**config.mk**
```make
export PLATFORM = sky130hd
export DESIGN_NAME = hs_dpath_piso_hs
export DESIGN_NICKNAME = d
export VERILOG_FILES = /design/src/rtl/hs_dpath_piso_hs.sv
export SDC_FILE = /design/constraint.sdc
export NUM_CORES = 1
export LEC_CHECK = 0
export ABC_CLOCK_PERIOD_IN_PS = 2300
export CAP_MARGIN = 10
export CORE_MARGIN = 5
export CORE_UTILIZATION = 25
export DETAILED_ROUTE_END_ITERATION = 10
export HOLD_SLACK_MARGIN = 0.06
export SYNTH_ARGS = -nofsm -noshare
export SYNTH_HDL_FRONTEND = slang
export SYNTH_SLANG_ARGS = --single-unit
```
**constraint.sdc**
```tcl
create_clock -name clk -period 2.3 [get_ports clk]
set_input_delay 0.345 -clock clk [delete_from_list [all_inputs] [get_ports clk]]
set_output_delay 0.345 -clock clk [all_outputs]
set_load 0.02 [all_outputs]
```
**src/rtl/hs_dpath_piso_hs.sv**
```systemverilog
// Parallel-in serial-out stage: takes one WORDS-element word on the slave
// handshake and replays it one element per beat on the master handshake.
module hs_dpath_piso_hs #(
    parameter type         DATA_TYPE   = logic,
    parameter DATA_TYPE    RESET_VALUE = 1'b0,
    parameter int unsigned WORDS       = 4,
    parameter bit          LSB_FIRST   = 1'b1
) (
    input  logic     clk,
    input  logic     sreset,
    input  logic     ce,
    input  logic     s_valid,
    output logic     s_ready,
    input  DATA_TYPE s_data [WORDS],
    output logic     m_valid,
    input  logic     m_ready,
    output DATA_TYPE m_data,
    output logic     m_last
);

    localparam int unsigned   CW   = (WORDS > 1) ? $clog2(WORDS) : 1;
    localparam logic [CW-1:0] LAST = CW'(WORDS - 1);

    typedef enum logic {
        IDLE,
        SHIFT
    } state_t;

    state_t        state;
    state_t        state_next;
    logic [CW-1:0] count;
    logic [CW-1:0] idx;
    DATA_TYPE      buffer [WORDS];
    logic          load;
    logic          advance;

    always_comb begin
        idx    = LSB_FIRST ? count : (LAST - count);
        m_data = buffer[idx];
    end

    // The final beat's acceptance doubles as the reload slot, so
    // back-to-back words stream without a bubble.
    always_comb begin
        state_next = state;
        load       = 1'b0;
        advance    = 1'b0;
        s_ready    = 1'b0;
        m_valid    = 1'b0;
        m_last     = 1'b0;
        case (state)
            IDLE: begin
                s_ready = ce;
                if (ce && s_valid) begin
                    load       = 1'b1;
                    state_next = SHIFT;
                end
            end
            SHIFT: begin
                m_valid = 1'b1;
                m_last  = (count == LAST);
                s_ready = ce && m_last && m_ready;
                if (ce && m_ready) begin
                    if (!m_last)
                        advance = 1'b1;
                    else if (s_valid)
                        load = 1'b1;
                    else
                        state_next = IDLE;
                end
            end
            default: state_next = IDLE;
        endcase
    end

    always_ff @(posedge clk) begin
        if (sreset) begin
            state <= IDLE;
            count <= '0;
            for (int unsigned i = 0; i < WORDS; i++)
                buffer[i] <= RESET_VALUE;
        end else if (ce) begin
            state <= state_next;
            if (load) begin
                buffer <= s_data;
                count  <= '0;
            end else if (advance) begin
                count <= count + CW'(1);
            end
        end
    end

endmodule

```
==> results by stage <==
Timing:
- The number of setup violations in the final report is 0.
- In this run the tightest slew margin relative to its limit is about 77%.
- Setup repair after global routing left no endpoint under its margin.
- Timing would allow up to 473 MHz.
- The worst clock skew is approximately 0.00057 ns.
- The minimum period implied by the final worst setup slack is 2.11 ns.
- For the pin with the worst max-slew slack, the measured transition is 0.341 ns.
- Summed over all failing endpoints, the final setup total negative slack is 0 ns.
- The worst path setup slack after routing is between 0.15 and 0.2 ns.
- The final clock period utilization by the worst path is 91.9%.
- The final number of hold-violating endpoints is 0.
- The max-slew violation count is 0.

Critical path:
- The nature of the critical path endpoint is an output pin.
- STA classifies the critical path startpoint as a flip-flop.
- The cell with the largest stage delay on the worst path is sky130_fd_sc_hd__mux4_1.
- At the worst endpoint, the required time is 1.96 ns.
- The critical path goes through mux4_1, clkdlybuf4s50_1.
- In this run the worst path has a maximum fanout of 3.
- The critical path class is flip-flop to output pin.
- The endpoint arrival time on the critical path is 1.77 ns.
- In this design, the stage delay of the slowest critical-path cell is ~0.58 ns.

Synthesis:
- During synthesis, Yosys emitted a total of 0 warnings.
- The cell area that synthesis handed to floorplanning was 374 um^2.
- The most common flop cell mapped by yosys is sky130_fd_sc_hd__dfxtp_1.
- In the synthesized netlist, the number of instances is 36.
- The count of distinct cell types in the synthesized netlist is 19.
- Synthesis produced a netlist with a net count of 46.
- Ranked by instance count, the synthesized netlist is headed by sky130_fd_sc_hd__nand2b_1, sky130_fd_sc_hd__dfxtp_1, sky130_fd_sc_hd__mux2i_1.
- The share of synthesized area in the top cell type comes to between 30% and 40%.
- The number of flops mapped to enable cells by yosys is 0.
- Dividing the synthesized area by the synthesized cell count gives between 10 and 15 um^2.
- The async set-reset flop share out of synthesis is 0%.
- Sorting the synthesized cells by area gives the leading types as sky130_fd_sc_hd__dfxtp_1, sky130_fd_sc_hd__nand2b_1, sky130_fd_sc_hd__mux2i_1.
- The total of flip-flops plus latches after synthesis is 7.
- Among all cell types in the netlist, the one instantiated most often is sky130_fd_sc_hd__nand2b_1.
- The portion of the post-synthesis area used by sequential elements is 37.5%.
- The largest total area in the synthesized netlist belongs to sky130_fd_sc_hd__dfxtp_1.

Finish:
- Relative to the synthesized area, the layout overhead comes to 43.5%.
- The final layout contains 62 nets.
- In the final layout, the share of cells above drive strength 1 is 13.7%.
- 0 antenna diodes ended up in the layout.
- The final cell count without fillers is 67.

Drt:
- Once detail routing completed, the nets flagged for antenna violations numbered 0.
- In the routed layout, each cell is associated on average with a via count of about 4.4.
- The count of TritonRoute iterations in the first routing pass is 2.
- After the first detailed-routing iteration, the DRC count stood at 5.
- The DRC violation count after routing is 0.
- The total routed wirelength is approximately 700 um.
- In the final routed layout, each cell accounts on average for ~11 um.
- The number of vias after detailed routing is between 200 and 300.

Placed design:
- The number of instances in the placed design is 63.
- The number of I/O port buffers is 12.
- At the end of routability-driven placement, the weighted congestion stood at ~0.58.
- The estimated wirelength of the detail-placed design is around 570 um.
- The setup slack after placement is a little under 0.3 ns.

Floorplanning:
- The die outline height is about 49 um.
- During I/O placement, the number of pins put on the boundary was 13.
- The floorplan has 14 rows.
- For this configuration, the core starts out at a cell density of approximately 26%.
- The core region is 0.00145 mm^2.
- The die covers between 0.002 and 0.0025 mm^2.
- The die is 48.7 um wide.

Clocking:
- The number of buffers added for setup after CTS is 0.
- Clock tree synthesis found a total of 7 sinks.
- TritonCTS built the clock tree.
- The number of buffers between clock root and the deepest sink is 2.
- The clock insertion delay at the later pin of the skew report is around 0.25 ns.
- The TritonCTS buffer count is 3.
- The hold buffer count at cts is 0.
- The clock-pin slew on the worst setup and hold paths is roughly 0.05 ns.
- In this run the clock root is driven by a sky130_fd_sc_hd__clkbuf_4.
- Gates resized during post-CTS repair numbered 0.
- In this run the number of H-tree levels came out at 1.

Global route:
- The initial antenna violation count came to 0.
- The first global-routing pass estimated between 1000 and 1500 um of wire.
- For this run the aggregate overflow at the end of global routing stands at 0.
- Entering global routing, the biggest net connects 13 pins.
- The via count of the first global-routing pass was approximately 280.
- The global-route usage over all layers is under 10%.

Power:
- The power per unit of standard cell area is between 500 and 600 mW/mm^2.
- IR analysis of the VDD net gives a maximum drop of approximately 340 uV.
- The total power after layout is approximately 0.29 mW.
- The leakage power of the design is between 0.15 and 0.2 nW.

Run:
- The reported max-cap violation count is 0.

Run status:
- The flow ran to the end, and the final reports show no timing, DRC or antenna violations.

Worst hold path:
- The class of the tightest hold or removal check is flip-flop to flip-flop.
## metal layers
layer | part of all wire (%) | vias up | GRT usage [%]
met3 | 14 | 0 | 7.06
met1 | 42 | 129 | 6.95
met4 | 0 | 0 | 1.35
met2 | 44 | 13 | 8.48
li1 | - | 154 | -
met5 | 0 | - | 0
## cells in the final DEF, fill, tap and decap left out
master,instances
sky130_fd_sc_hd__clkdlybuf4s50_1,12
sky130_fd_sc_hd__nand3_1,1
sky130_fd_sc_hd__nor3_2,1
sky130_fd_sc_hd__inv_1,1
sky130_fd_sc_hd__nand3b_1,1
sky130_fd_sc_hd__dfxtp_1,7
sky130_fd_sc_hd__clkbuf_4,3
sky130_fd_sc_hd__ha_1,1
sky130_fd_sc_hd__nand4b_1,1
sky130_fd_sc_hd__mux4_1,1
sky130_fd_sc_hd__clkbuf_1,1
sky130_fd_sc_hd__o32ai_1,1
sky130_fd_sc_hd__nor2_4,1
sky130_fd_sc_hd__a21boi_2,1
sky130_fd_sc_hd__xor2_1,1
sky130_fd_sc_hd__nand2_1,2
sky130_fd_sc_hd__a21oi_1,1
sky130_fd_sc_hd__nand2b_1,8
sky130_fd_sc_hd__mux2i_1,4
sky130_fd_sc_hd__and2_2,1
sky130_fd_sc_hd__nor2b_1,1
## final timing paths
kind | from | endpoint | slack (ns) | depth (start not counted)
setup / recovery | count[0]$_SDFFE_PP0P_ | m_data | 0.19 | 2
hold / removal | buffer[3]$_SDFFE_PP0P_ | buffer[3]$_SDFFE_PP0P_ | 0.47 | 2
hold reg to reg | buffer[3]$_SDFFE_PP0P_ | buffer[3]$_SDFFE_PP0P_ | 0.47 | 2
setup reg to reg | count[0]$_SDFFE_PP0P_ | buffer[1]$_SDFFE_PP0P_ | 1.07 | 4
## stage by stage
step | hold slack, ns | util [%] | instance area, um^2
floorplan | 0.444 | - | 374
global placement | 0.462 | 35.1 | 510
detailed placement | 0.463 | 35.1 | 510
CTS | 0.472 | 36.9 | 537
global route | 0.497 | 36.9 | 537
finish | 0.470 | 36.9 | 537
## area by class of cell
type | count | area, um^2
Clock buffer | 4 | 26.3
Fill cell | 151 | 917
Inverter | 1 | 3.75
Multi-Input combinational cell | 27 | 226
Sequential cell | 7 | 140
Tap cell | 16 | 20.0
Timing Repair Buffer | 12 | 120
## worst max-delay path: cells and delay by family, from the launching register on
kind / cells / cell delay [ns]
DFF: 1 / 0.38
buffers and inverters: 1 / 0.56
muxes: 1 / 0.58
## sequential cells by signal (all words and copies together) (netlist names)
name    flops
count       2
buffer      4
state       1
## report_power, final
| group | internal [mW] | total [mW] | switching [mW] |
|---|---|---|---|
| registers | 0.127 | 0.130 | 0.00323 |
| clock network | 0.0661 | 0.109 | 0.0432 |
| logic | 0.0287 | 0.0486 | 0.0199 |
## kinds of logic (layout without fill, tap and decap cells)
| logic type | Yosys count | count (layout) | share of synthesized area [%] |
|---|---|---|---|
| and+or+nand+nor | 17 | 17 | 30.4 |
| buffers and inverters | 2 | 17 | 2.00 |
| AOI/OAI and AO/OA | 3 | 3 | 6.69 |
| adders and majority gates | 1 | 1 | 3.34 |
| xor gates and xnor gates | 1 | 1 | 2.34 |
| muxes | 5 | 5 | 17.7 |
| DFF | 7 | 7 | 37.5 |
(Power assumes the default switching activity.)
